===== config.mk =====
export PLATFORM = sky130hd
export DESIGN_NAME = rram_access_ctrl
export DESIGN_NICKNAME = d
export VERILOG_FILES = /design/src/rtl/rram_pkg.sv /design/src/rtl/rram_burst_counter.sv /design/src/rtl/rram_access_ctrl.sv
export SDC_FILE = /design/constraint.sdc
export NUM_CORES = 1
export LEC_CHECK = 0
export CORE_ASPECT_RATIO = 1.1
export CORE_UTILIZATION = 47
export DETAILED_ROUTE_END_ITERATION = 6
export PLACE_DENSITY = 0.76
export SYNTH_ARGS = -nofsm -noshare
export SYNTH_HDL_FRONTEND = slang
export SYNTH_HIERARCHICAL = 1
export SYNTH_SLANG_ARGS = --single-unit

===== constraint.sdc =====
create_clock -name clk -period 2.6 [get_ports clk]
set_input_delay 0.39 -clock clk [delete_from_list [all_inputs] [get_ports clk]]
set_output_delay 0.39 -clock clk [all_outputs]
set_load 0.05 [all_outputs]

===== src/rtl/rram_pkg.sv =====
// Shared constants for the RRAM access controller: address field layout and FSM encoding.
package rram_pkg;

   localparam int unsigned ADDR_W  = 12;
   localparam int unsigned LEN_W   = 8;
   localparam int unsigned BLK_W   = 2;
   localparam int unsigned ROW_W   = 5;
   localparam int unsigned COL_W   = 5;
   localparam int unsigned BLK_LSB = 10;
   localparam int unsigned ROW_LSB = 5;
   localparam int unsigned COL_LSB = 0;

   localparam logic [2:0] IDLE  = 3'd0;
   localparam logic [2:0] LATCH = 3'd1;
   localparam logic [2:0] SETUP = 3'd2;
   localparam logic [2:0] BURST = 3'd3;
   localparam logic [2:0] DONE  = 3'd4;

endpackage


===== src/rtl/rram_burst_counter.sv =====
// Remaining-length down-counter and current-address incrementer for one burst.
module rram_burst_counter #(
   parameter int unsigned ADDR_W = 12,
   parameter int unsigned LEN_W  = 8
) (
   input  logic              clk_i,
   input  logic              rst_ni,
   input  logic              load_i,
   input  logic [ADDR_W-1:0] start_addr_i,
   input  logic [LEN_W-1:0]  len_i,
   input  logic              cnt_en_i,
   input  logic              addr_en_i,
   output logic [ADDR_W-1:0] addr_o,
   output logic              last_o
);

   logic [LEN_W:0]    cnt_q, cnt_d;
   logic [ADDR_W-1:0] addr_q, addr_d;

   always_comb begin
      cnt_d  = cnt_q;
      addr_d = addr_q;
      if (load_i) begin
         // A zero length field encodes the full 2^LEN_W burst.
         cnt_d  = (len_i == '0) ? {1'b1, {LEN_W{1'b0}}} : {1'b0, len_i};
         addr_d = start_addr_i;
      end else begin
         if (cnt_en_i && (cnt_q != '0)) begin
            cnt_d = cnt_q - (LEN_W + 1)'(1);
         end
         if (addr_en_i) begin
            addr_d = addr_q + ADDR_W'(1);
         end
      end
   end

   always_ff @(posedge clk_i) begin
      if (!rst_ni) begin
         cnt_q  <= '0;
         addr_q <= '0;
      end else begin
         cnt_q  <= cnt_d;
         addr_q <= addr_d;
      end
   end

   assign addr_o = addr_q;
   assign last_o = (cnt_q == (LEN_W + 1)'(1));

endmodule


===== src/rtl/rram_access_ctrl.sv =====
// Host-request sequencer that drives the RRAM decoder's ALE / parallel address / count enable.
module rram_access_ctrl #(
   parameter int unsigned ADDR_W = rram_pkg::ADDR_W,
   parameter int unsigned LEN_W  = rram_pkg::LEN_W
) (
   input  logic              clk,
   input  logic              rst_n,
   input  logic              req_valid,
   output logic              req_ready,
   input  logic              req_write,
   input  logic [ADDR_W-1:0] req_addr,
   input  logic [LEN_W-1:0]  req_len,
   input  logic              abort,
   output logic              ale,
   output logic [ADDR_W-1:0] dec_din,
   output logic              dec_en,
   output logic              dec_we,
   output logic [ADDR_W-1:0] cur_addr,
   output logic              busy,
   output logic              done,
   output logic              aborted
);

   import rram_pkg::*;

   logic [2:0]        state_q, state_d;
   logic [ADDR_W-1:0] addr_q;
   logic              write_q;
   logic              aborted_q, aborted_d;
   logic              accept;
   logic              in_burst;
   logic              last;
   logic              addr_step;

   assign req_ready = (state_q == IDLE);
   assign accept    = req_valid & req_ready;
   assign in_burst  = (state_q == BURST);
   // Freeze the address on the final or aborted cycle so DONE shows the last selected address.
   assign addr_step = in_burst & ~abort & ~last;

   always_comb begin
      state_d   = state_q;
      aborted_d = in_burst & abort & ~last;
      case (state_q)
         IDLE:    if (accept) state_d = LATCH;
         LATCH:   state_d = SETUP;
         SETUP:   state_d = BURST;
         BURST:   if (last || abort) state_d = DONE;
         DONE:    state_d = IDLE;
         default: state_d = IDLE;
      endcase
   end

   always_ff @(posedge clk) begin
      if (!rst_n) begin
         state_q   <= IDLE;
         addr_q    <= '0;
         write_q   <= 1'b0;
         aborted_q <= 1'b0;
      end else begin
         state_q   <= state_d;
         aborted_q <= aborted_d;
         if (accept) begin
            addr_q  <= req_addr;
            write_q <= req_write;
         end
      end
   end

   rram_burst_counter #(
      .ADDR_W (ADDR_W),
      .LEN_W  (LEN_W)
   ) u_burst_counter (
      .clk_i        (clk),
      .rst_ni       (rst_n),
      .load_i       (accept),
      .start_addr_i (req_addr),
      .len_i        (req_len),
      .cnt_en_i     (in_burst),
      .addr_en_i    (addr_step),
      .addr_o       (cur_addr),
      .last_o       (last)
   );

   assign ale     = (state_q == LATCH);
   assign dec_din = addr_q;
   assign dec_en  = in_burst;
   assign dec_we  = in_burst & write_q;
   assign busy    = (state_q != IDLE);
   assign done    = (state_q == DONE);
   assign aborted = aborted_q;

endmodule


==> results of run 1 <==
[stage by stage]
step	cell area (um2)	power, uW
final	2678	1674
after global placement	2586	1254
after detailed placement	2586	1259
after floorplan	1984	1077
after CTS	2678	1680
after global routing	2678	1748
[worst min-delay path by stage]
stage / to / slack (ns) / depth (start not counted)
final: write_q$_SDFFE_PN0P_ / 0.46 / 2
after global routing: dec_din[2]$_SDFFE_PN0P_ / 0.49 / 2
after CTS: write_q$_SDFFE_PN0P_ / 0.46 / 2
after detailed placement: write_q$_SDFFE_PN0P_ / 0.45 / 2
after global placement: write_q$_SDFFE_PN0P_ / 0.44 / 2
after floorplan: write_q$_SDFFE_PN0P_ / 0.43 / 2
[logic make-up (layout without fill, tap and decap cells)]
logic type,Yosys count,after routing,share of synthesized area
AOI/OAI and AO/OA,44,44,0.1475
xor gates and xnor gates,15,15,0.06621
adders and majority gates,4,4,0.02522
buffers and inverters,22,79,0.05044
DFF,38,38,0.3834
muxes,16,16,0.08133
and+or+nand+nor,92,92,0.2459
[layer usage]
metal	vias to the layer above	part of all wire	wire length [um]	global-route usage
met4	0	0.018	88	0.09848
li1	924	-	-	-
met1	859	0.44	2085	0.2401
met2	55	0.49	2358	0.3889
met5	-	0	0	0
met3	12	0.050	240	0.07190
[synth_stat cells (2+ instances only)]
master | n | share of area
sky130_fd_sc_hd__nor3b_1 | 2 | 0.0076
sky130_fd_sc_hd__buf_6 | 2 | 0.011
sky130_fd_sc_hd__or4_1 | 2 | 0.0076
sky130_fd_sc_hd__clkbuf_1 | 8 | 0.015
sky130_fd_sc_hd__nor2_1 | 8 | 0.015
sky130_fd_sc_hd__nand2b_1 | 2 | 0.0063
sky130_fd_sc_hd__or3b_2 | 2 | 0.0088
sky130_fd_sc_hd__nand3_1 | 7 | 0.018
sky130_fd_sc_hd__inv_1 | 8 | 0.015
sky130_fd_sc_hd__o21ai_0 | 15 | 0.038
sky130_fd_sc_hd__o31ai_1 | 2 | 0.0076
sky130_fd_sc_hd__o211a_1 | 4 | 0.020
sky130_fd_sc_hd__mux2i_1 | 15 | 0.076
sky130_fd_sc_hd__xnor2_1 | 8 | 0.035
sky130_fd_sc_hd__a21oi_1 | 13 | 0.033
sky130_fd_sc_hd__xor2_1 | 7 | 0.031
sky130_fd_sc_hd__ha_1 | 4 | 0.025
sky130_fd_sc_hd__buf_2 | 2 | 0.0050
sky130_fd_sc_hd__nor4_1 | 4 | 0.013
sky130_fd_sc_hd__and2_1 | 3 | 0.0095
sky130_fd_sc_hd__nor3_1 | 8 | 0.020
sky130_fd_sc_hd__nand2_1 | 39 | 0.074
sky130_fd_sc_hd__dfxtp_1 | 38 | 0.38
sky130_fd_sc_hd__nand4_1 | 4 | 0.013
sky130_fd_sc_hd__a211oi_1 | 2 | 0.0076
sky130_fd_sc_hd__and4_1 | 2 | 0.0088
[registers in the layout, indices dropped and copies added (netlist names)]
signal	count
aborted	1
dec_din	12
state_q	3
u_burst_counter/addr_o	12
u_burst_counter/cnt_q	9
write_q	1
[worst max-delay path: cells and delay by family, from the launching register on]
kind	cells	cell delay, ns
buf+inv	2	0.96
flops	1	0.50
simple gates	1	0.23
[cell usage in the layout, fill, tap and decap left out, types with 3 or more instances in the layout]
master / Yosys / routed
sky130_fd_sc_hd__inv_1: 8 / 8
sky130_fd_sc_hd__clkdlybuf4s50_1: 0 / 55
sky130_fd_sc_hd__xor2_1: 7 / 7
sky130_fd_sc_hd__nand4_1: 4 / 4
sky130_fd_sc_hd__clkbuf_8: 0 / 6
sky130_fd_sc_hd__nand2_1: 39 / 39
sky130_fd_sc_hd__xnor2_1: 8 / 8
sky130_fd_sc_hd__mux2i_1: 15 / 15
sky130_fd_sc_hd__dfxtp_1: 38 / 38
sky130_fd_sc_hd__buf_4: 0 / 7
sky130_fd_sc_hd__nor3_1: 8 / 8
sky130_fd_sc_hd__nand3_1: 7 / 7
sky130_fd_sc_hd__o211a_1: 4 / 4
sky130_fd_sc_hd__a21oi_1: 13 / 13
sky130_fd_sc_hd__nor2_1: 8 / 8
sky130_fd_sc_hd__ha_1: 4 / 4
sky130_fd_sc_hd__nor4_1: 4 / 4
sky130_fd_sc_hd__and2_1: 3 / 3
sky130_fd_sc_hd__o21ai_0: 15 / 15
[layout make-up]
class / instances / area, um2 / share of cell area
multi-input combinational: 171 / 1124 / 0.4196
tap: 52 / 65.06 / 0.02430
inverter: 9 / 33.78 / 0.01262
timing repair buffer: 62 / 603.1 / 0.2252
sequential: 38 / 760.7 / 0.2841
clock buffer: 7 / 86.33 / 0.03224
clock inverter: 1 / 5.005 / 0.001869
[power groups by stage]
stage	logic, uW	registers, uW	clock network, uW
2_1_floorplan	254	823	0
3_3_place_gp	536	718	0
3_5_place_dp	542	717	0
4_1_cts	545	705	430
5_1_grt	584	714	450
6_report	545	706	423
==> results.tsv, run 1 <==
stage	metric	value	unit
logic_synthesis	number of instances in the synthesized netlist	231	
die	effective utilization at floorplan	0.4969	
finish	final cell count without fillers	340	
pwr	LEAKAGE	0.001016	uW
critical_path	category of the worst setup path launch point	flip-flop	
hold_path	Hold Startpoint	write_q$_SDFFE_PN0P_	
place	count of buffers inserted at the top-level ports	55	
timing	number of hold violations in the final report	0	
timing	endpoints failing setup	0	
timing	slew at the pin with the worst max-slew slack	0.5200	ns
critical_path	kind of critical path	flip-flop to output port	
drt	1st-iter DRT viols	93	
die	die boundary height	70.15	um
critical_path	end point of the critical path	dec_en	
critical_path	cells on worst reg2reg path	9	
hold_path	path class of the lowest-slack min-delay path	flip-flop to flip-flop	
critical_path	Arr. time, crit path	1.99	ns
logic_synthesis	Unique masters post-synth	46	
finish	filler cell count in the final layout	372	
pwr	Sw Share	0.3616	
global_route	total track usage	0.2221	
timing	fraction of the cycle the final worst path needs	0.9139	
drt	remaining antenna violation count	0	
critical_path	critical-path cell list	nand3b_1 -> inv_1 -> clkdlybuf4s50_1	
clocking	number of buffers between clock root and the deepest sink	2	
drt	Via Count	1850	
logic_synthesis	post-synthesis sequential area ratio	0.3834	
critical_path	Setup crit end kind	output port	
drt	vias per inst	5.441	
finish	number of diodes	0	
clocking	H-tree depth reported by CTS	2	
critical_path	worst path required time	2.21	ns
logic_synthesis	dominant synthesized flop cell	sky130_fd_sc_hd__dfxtp_1	
logic_synthesis	async set or reset register ratio after synthesis	0	
pwr	net switching power of the design	605.1	uW
critical_path	Crit Reg-Reg Endpoint	u_burst_counter/addr_o[6]$_SDFFE_PN0P_	
clocking	clock-pin slew reported for the worst setup and hold paths after clock tree synthesis	0.08	ns
finish	fraction of layout instances using a drive strength above 1	0.07639	
global_route	number of antenna violations at the first check in global routing	0	
timing	worst clock skew on the final layout	0.008326	ns
place	final weighted congestion in routability-driven placement	0.8723	
timing	Final Worst Setup Slack	0.2240	ns
global_route	number of global-route vias before repair	1761	
place	cell count after placement	332	
drt	total detailed-routing wirelength	4772	um
timing	final hold slack	0.4577	ns
clocking	number of gates resized after cts	0	
critical_path	largest fanout of any net on the critical path	8	
global_route	pin count of the biggest net entering global routing	51	
clocking	clock insertion delay at the later pin of the skew report	0.30	ns
logic_synthesis	synth warn	6	
timing	highest achievable clock rate	0.4209	GHz
outcome	status	finished, final reports clean	
die	width of the chip	63.96	um
clocking	postcts setup bufs	0	
pwr	Internal Dissipation	1068	uW
clocking	number of buffers inserted during clock tree synthesis	5	
timing	max-slew violation count	0	
die	floorplan core area	3994	um2
timing	Setup Total Neg Slack	0	ns
timing	unrepaired setup endpoints after global routing	false	
drt	detailed-route DRC error count	0	
finish	layout-stage area growth over the synthesis result	34.93	%
global_route	first-pass GRT wire length	7672	um
pwr	portion of total power attributed to sequential cells	0.422	
timing	worst relative slew slack	0.6501	
place	worst slack, placed	0.3481	ns
finish	final-stage net count	316	
drt	routed wirelength normalized by instance count	14.04	um
die	standard-cell rows	24	
critical_path	launching point of the worst reg2reg path	u_burst_counter/cnt_q[2]$_SDFFE_PN0P_	
die	Boundary Pins	56	
logic_synthesis	synthesized flop and latch total	38	
die	DIE AREA	4486	um2
critical_path	CP peak stage delay	0.81	ns
finish	final core occ	0.6704	
pwr	Power Density	625.0	nW/um2
critical_path	beginning of the critical path	state_q[1]$_SDFFE_PN0P_	
critical_path	internal reg-to-reg setup slack	0.30	ns
critical_path	cell at the slowest stage of the critical path	sky130_fd_sc_hd__clkdlybuf4s50_1	
clocking	# hold bufs at CTS	0	
logic_synthesis	number of nets produced by synthesis	260	
pwr	share of power burned in the clock network	0.253	
pwr	combinational fraction of design power	0.325	
clocking	total number of clock tree sinks	38	
global_route	remaining global-route overflow	0	
clocking	clock tree from TritonCTS	yes	
logic_synthesis	EDFF count, synth	0	
pwr	largest voltage drop on the vdd net	0.3890	mV
logic_synthesis	cell area after synthesis	1984	um2
run	max-capacitance violation count	0	
logic_synthesis	average footprint of a synthesized cell	8.590	um2
timing	minimum period implied by the final worst setup slack	2.376	ns
drt	TritonRoute pass-1 iters	4	
clocking	library cell used as clock root buffer	sky130_fd_sc_hd__clkbuf_8	
place	Detail Placement HPWL	3417	um
Power figures use the tool's default switching activity.
==> run 2, diff against run 1 <==
--- a/config.mk
+++ b/config.mk
@@ -5,10 +5,11 @@
 export SDC_FILE = /design/constraint.sdc
 export NUM_CORES = 1
 export LEC_CHECK = 0
+export CAP_MARGIN = 0
 export CORE_ASPECT_RATIO = 1.1
-export CORE_UTILIZATION = 47
+export CORE_UTILIZATION = 38
 export DETAILED_ROUTE_END_ITERATION = 6
-export PLACE_DENSITY = 0.76
+export PLACE_DENSITY_LB_ADDON = 0.2
 export SYNTH_ARGS = -nofsm -noshare
 export SYNTH_HDL_FRONTEND = slang
 export SYNTH_HIERARCHICAL = 1
==> run 2 against run 1 <==
Die area is 23% higher. Sequential share of layout area is 0.39 points lower. Non-clock buffer count is 2 higher. Clock skew is 0.0030 ns lower. Largest cell class unchanged. Sequential cell count stayed put. Utilization is 13 points lower. Count of clock-buffer cells in the layout stayed put. Largest power group unchanged. Total power is 4.3% higher. Maximum frequency is 1.8% higher. Hold slack hardly changed. Critical endpoint is now dec_we. Clock power is 16% higher. Final cell count is 2.4% higher.
==> results.tsv, run 2 (synthesis gave the netlist of run 1 again) <==
stage	metric	value	unit
outcome	status	finished, final reports clean	
global_route	pin count of the biggest net entering global routing	51	
critical_path	category of the worst setup path launch point	flip-flop	
die	standard-cell rows	27	
timing	final hold slack	0.4580	ns
timing	minimum period implied by the final worst setup slack	2.335	ns
clocking	library cell used as clock root buffer	sky130_fd_sc_hd__clkbuf_8	
clocking	clock insertion delay at the later pin of the skew report	0.28	ns
timing	Setup Total Neg Slack	0	ns
critical_path	Setup crit end kind	output port	
timing	slew at the pin with the worst max-slew slack	0.5458	ns
critical_path	internal reg-to-reg setup slack	0.33	ns
critical_path	cells on worst reg2reg path	9	
drt	TritonRoute pass-1 iters	6	
hold_path	path class of the lowest-slack min-delay path	flip-flop to flip-flop	
die	effective utilization at floorplan	0.3969	
global_route	number of antenna violations at the first check in global routing	0	
timing	worst relative slew slack	0.6328	
die	width of the chip	70.90	um
clocking	# hold bufs at CTS	0	
pwr	Power Density	642.8	nW/um2
clocking	number of buffers inserted during clock tree synthesis	5	
clocking	number of gates resized after cts	0	
place	final weighted congestion in routability-driven placement	0.8652	
pwr	total power	1745	uW
die	floorplan core area	5000	um2
timing	Final Worst Setup Slack	0.2654	ns
timing	unrepaired setup endpoints after global routing	false	
timing	worst clock skew on the final layout	0.005328	ns
critical_path	Arr. time, crit path	1.94	ns
finish	area of the multi-input gates	1124	um2
drt	Via Count	1827	
clocking	total number of clock tree sinks	38	
place	worst slack, placed	0.3489	ns
drt	routed wirelength normalized by instance count	14.05	um
finish	fraction of layout instances using a drive strength above 1	0.07931	
global_route	total track usage	0.1849	
finish	most common cell after layout, fill and taps aside	sky130_fd_sc_hd__clkdlybuf4s50_1	
critical_path	kind of critical path	flip-flop to output port	
finish	commonest cells after routing, fill and taps aside	sky130_fd_sc_hd__clkdlybuf4s50_1, sky130_fd_sc_hd__nand2_1, sky130_fd_sc_hd__dfxtp_1	
global_route	remaining global-route overflow	0	
drt	detailed-route DRC error count	0	
clocking	H-tree depth reported by CTS	2	
finish	layout-stage area growth over the synthesis result	36.82	%
hold_path	Cells on Worst Hold Path	2	
clocking	clock-pin slew reported for the worst setup and hold paths after clock tree synthesis	0.07	ns
finish	filler cell count in the final layout	500	
critical_path	largest fanout of any net on the critical path	8	
timing	endpoints failing setup	0	
die	Boundary Pins	56	
finish	sequential standard cell area	760.7	um2
finish	number of diodes	0	
clocking	clock tree from TritonCTS	yes	
timing	number of hold violations in the final report	0	
timing	highest achievable clock rate	0.4283	GHz
drt	total detailed-routing wirelength	4888	um
pwr	largest voltage drop on the vdd net	0.3324	mV
clocking	postcts setup bufs	0	
finish	final-stage net count	318	
drt	1st-iter DRT viols	108	
drt	vias per inst	5.250	
die	die boundary height	77.79	um
drt	remaining antenna violation count	0	
global_route	number of global-route vias before repair	1758	
place	count of buffers inserted at the top-level ports	55	
critical_path	worst path required time	2.21	ns
place	Detail Placement HPWL	3615	um
timing	max-slew violation count	0	
clocking	number of buffers between clock root and the deepest sink	2	
run	max-capacitance violation count	0	
timing	fraction of the cycle the final worst path needs	0.8979	
pwr	LEAKAGE	0.001030	uW
global_route	first-pass GRT wire length	7990	um
die	DIE AREA	5515	um2
## run 2: final timing paths
path / startpoint / endpoint
worst max-delay path: state_q[1]$_SDFFE_PN0P_ / dec_we
worst max register to register: u_burst_counter/cnt_q[2]$_SDFFE_PN0P_ / u_burst_counter/addr_o[6]$_SDFFE_PN0P_
worst min register to register: dec_din[6]$_SDFFE_PN0P_ / dec_din[6]$_SDFFE_PN0P_
worst min-delay path: dec_din[6]$_SDFFE_PN0P_ / dec_din[6]$_SDFFE_PN0P_
## run 2: report_power, final
group / switching [uW] / internal, uW
Sequential: 66.5 / 640
Combinational: 329 / 219
Clock: 204 / 287
Total: 599 / 1150
## run 2: cell type report
| class | instances | area share |
|---|---|---|
| Clock buffer | 7 | 0.02811 |
| Clock inverter | 1 | 0.01106 |
| Inverter | 9 | 0.01244 |
| Multi-Input combinational cell | 171 | 0.4138 |
| Sequential cell | 38 | 0.2802 |
| Tap cell | 58 | 0.02673 |
| Timing Repair Buffer | 64 | 0.2277 |
## run 2: through the flow
stage	util	cells	area [um2]
global placement	0.5218	340	2609
floorplan	-	231	1984
detailed placement	0.5218	340	2609
global route	0.5430	348	2715
finish	0.5430	348	2715
CTS	0.5430	348	2715
## run 2: worst max-delay path: stages, from the launching register on
cell	delay [ns]
sky130_fd_sc_hd__dfxtp_1	0.49
sky130_fd_sc_hd__nand3b_1	0.21
sky130_fd_sc_hd__nor2_1	0.14
sky130_fd_sc_hd__clkdlybuf4s50_1	0.81
## run 2: layer usage
layer  GRT usage  wire length, um  up-vias
met4     0.08600              125        0
met5           0                0        -
met3     0.05065              260       10
li1            -                -      927
met2      0.3240             2431       54
met1      0.2060             2072      836
==> run 3, diff against run 2 <==
--- a/config.mk
+++ b/config.mk
@@ -6,8 +6,10 @@
 export NUM_CORES = 1
 export LEC_CHECK = 0
 export CAP_MARGIN = 0
+export CELL_PAD_IN_SITES_DETAIL_PLACEMENT = 1
+export CELL_PAD_IN_SITES_GLOBAL_PLACEMENT = 2
 export CORE_ASPECT_RATIO = 1.1
-export CORE_UTILIZATION = 38
+export CORE_UTILIZATION = 27
 export DETAILED_ROUTE_END_ITERATION = 6
 export PLACE_DENSITY_LB_ADDON = 0.2
 export SYNTH_ARGS = -nofsm -noshare
==> run 3 against run 2 <==
Setup slack worse by 0.032 ns. Via count is 0.77% higher. Routed wire length is 15% higher. First-iteration DRC count is 78% lower. Count of clock-buffer cells in the layout stayed put. Non-clock buffer count is 1 lower. Highest routed layer unchanged. Critical path depth stayed put. Hold slack better by 0.0033 ns. Die area is 40% higher.
==> results.tsv, run 3 (synthesis gave the netlist of run 1 again) <==
stage	metric	value	unit
timing	fraction of the cycle the final worst path needs	0.9101	
critical_path	CP peak stage delay	0.81	ns
drt	routed wirelength normalized by instance count	15.09	um
die	floorplan core area	7047	um2
timing	unrepaired setup endpoints after global routing	false	
finish	commonest cells after routing, fill and taps aside	sky130_fd_sc_hd__clkdlybuf4s50_1, sky130_fd_sc_hd__nand2_1, sky130_fd_sc_hd__dfxtp_1	
hold_path	path class of the lowest-slack min-delay path	flip-flop to flip-flop	
place	count of buffers inserted at the top-level ports	55	
clocking	library cell used as clock root buffer	sky130_fd_sc_hd__clkbuf_8	
clocking	clock insertion delay at the later pin of the skew report	0.28	ns
die	width of the chip	83.74	um
die	standard-cell rows	32	
finish	area of the multi-input gates	1124	um2
timing	Setup Total Neg Slack	0	ns
critical_path	largest fanout of any net on the critical path	8	
pwr	LEAKAGE	0.001013	uW
timing	worst relative slew slack	0.6542	
timing	highest achievable clock rate	0.4226	GHz
die	die boundary height	91.92	um
finish	filler cell count in the final layout	840	
clocking	H-tree depth reported by CTS	2	
clocking	postcts setup bufs	0	
place	final weighted congestion in routability-driven placement	0.7643	
outcome	status	finished, final reports clean	
global_route	number of antenna violations at the first check in global routing	0	
pwr	Power Density	609.6	nW/um2
die	DIE AREA	7697	um2
die	effective utilization at floorplan	0.2816	
finish	fraction of layout instances using a drive strength above 1	0.07639	
drt	TritonRoute pass-1 iters	4	
timing	endpoints failing setup	0	
critical_path	kind of critical path	flip-flop to output port	
critical_path	Setup crit end kind	output port	
drt	Via Count	1841	
drt	remaining antenna violation count	0	
critical_path	Arr. time, crit path	1.98	ns
global_route	total track usage	0.1506	
clocking	number of buffers inserted during clock tree synthesis	5	
critical_path	Crit Reg-Reg Endpoint	u_burst_counter/addr_o[6]$_SDFFE_PN0P_	
clocking	clock-pin slew reported for the worst setup and hold paths after clock tree synthesis	0.07	ns
clocking	number of gates resized after cts	0	
critical_path	launching point of the worst reg2reg path	u_burst_counter/cnt_q[2]$_SDFFE_PN0P_	
critical_path	category of the worst setup path launch point	flip-flop	
critical_path	internal reg-to-reg setup slack	0.26	ns
critical_path	critical-path cell list	nand3b_1 -> nor2_1 -> clkdlybuf4s50_1	
critical_path	cell at the slowest stage of the critical path	sky130_fd_sc_hd__clkdlybuf4s50_1	
timing	max-slew violation count	0	
run	max-capacitance violation count	0	
clocking	total number of clock tree sinks	38	
global_route	remaining global-route overflow	0	
timing	worst clock skew on the final layout	0.004560	ns
clocking	clock tree from TritonCTS	yes	
global_route	pin count of the biggest net entering global routing	51	
global_route	number of global-route vias before repair	1871	
pwr	total power	1651	uW
critical_path	worst path required time	2.21	ns
finish	most common cell after layout, fill and taps aside	sky130_fd_sc_hd__clkdlybuf4s50_1	
clocking	# hold bufs at CTS	0	
timing	number of hold violations in the final report	0	
place	Detail Placement HPWL	4133	um
drt	vias per inst	4.936	
critical_path	cells on worst reg2reg path	9	
finish	sequential standard cell area	760.7	um2
timing	minimum period implied by the final worst setup slack	2.366	ns
global_route	first-pass GRT wire length	9149	um
finish	layout-stage area growth over the synthesis result	36.51	%
die	Boundary Pins	56	
pwr	largest voltage drop on the vdd net	0.2817	mV
critical_path	beginning of the critical path	state_q[1]$_SDFFE_PN0P_	
drt	1st-iter DRT viols	24	
finish	number of diodes	0	
clocking	number of buffers between clock root and the deepest sink	2	
finish	final-stage net count	317	
critical_path	end point of the critical path	dec_we	
timing	slew at the pin with the worst max-slew slack	0.5170	ns
drt	total detailed-routing wirelength	5628	um
drt	detailed-route DRC error count	0	
run 3: worst min-delay path by stage:
stage / cells past startpoint / to / from / slack [ns]
final: 2 / dec_din[8]$_SDFFE_PN0P_ / dec_din[8]$_SDFFE_PN0P_ / 0.46
after global routing: 2 / write_q$_SDFFE_PN0P_ / write_q$_SDFFE_PN0P_ / 0.48
after CTS: 2 / write_q$_SDFFE_PN0P_ / write_q$_SDFFE_PN0P_ / 0.47
after detailed placement: 2 / dec_din[2]$_SDFFE_PN0P_ / dec_din[2]$_SDFFE_PN0P_ / 0.45
after global placement: 2 / dec_din[5]$_SDFFE_PN0P_ / dec_din[5]$_SDFFE_PN0P_ / 0.44
after floorplan: 2 / write_q$_SDFFE_PN0P_ / write_q$_SDFFE_PN0P_ / 0.43
run 3: power by group:
group | switching, uW | internal [uW] | total (uW)
combinational | 340 | 216 | 557
sequential | 64.3 | 640 | 704
clock | 206 | 185 | 391
run 3: layout make-up:
cell class | instances | area share
clock buffers | 7 | 0.02818
flip-flops and latches | 38 | 0.2808
inverters | 9 | 0.01247
repair buffers | 63 | 0.2245
multi-input cells | 171 | 0.4148
well taps | 85 | 0.03926
run 3: per-layer routing:
| metal | up-vias | share of wire | GRT usage |
|---|---|---|---|
| li1 | 927 | - | - |
| met1 | 870 | 0.45 | 0.1788 |
| met2 | 40 | 0.50 | 0.2642 |
| met3 | 4 | 0.044 | 0.04050 |
| met4 | 0 | 0.0096 | 0.04520 |
| met5 | - | 0 | 0 |
run 3: worst max-delay path: cells and delay by family, from the launching register on:
kind	cells	cell delay (ns)
and+or+nand+nor	2	0.39
DFF	1	0.50
buffers and inverters	1	0.81
run 3: metrics by stage:
| stage | util | cell area [um2] | hold slack [ns] | setup slack (ns) | cells |
|---|---|---|---|---|---|
| after global placement | 0.3736 | 2633 | 0.4435 | 0.3176 | 366 |
| after detailed placement | 0.3736 | 2633 | 0.4502 | 0.2916 | 366 |
| after CTS | 0.3844 | 2709 | 0.4667 | 0.1906 | 373 |
| final | 0.3844 | 2709 | 0.4613 | 0.2338 | 373 |
| after floorplan | - | 1984 | 0.4347 | 0.08831 | 231 |
| after global routing | 0.3844 | 2709 | 0.4785 | 0.1016 | 373 |
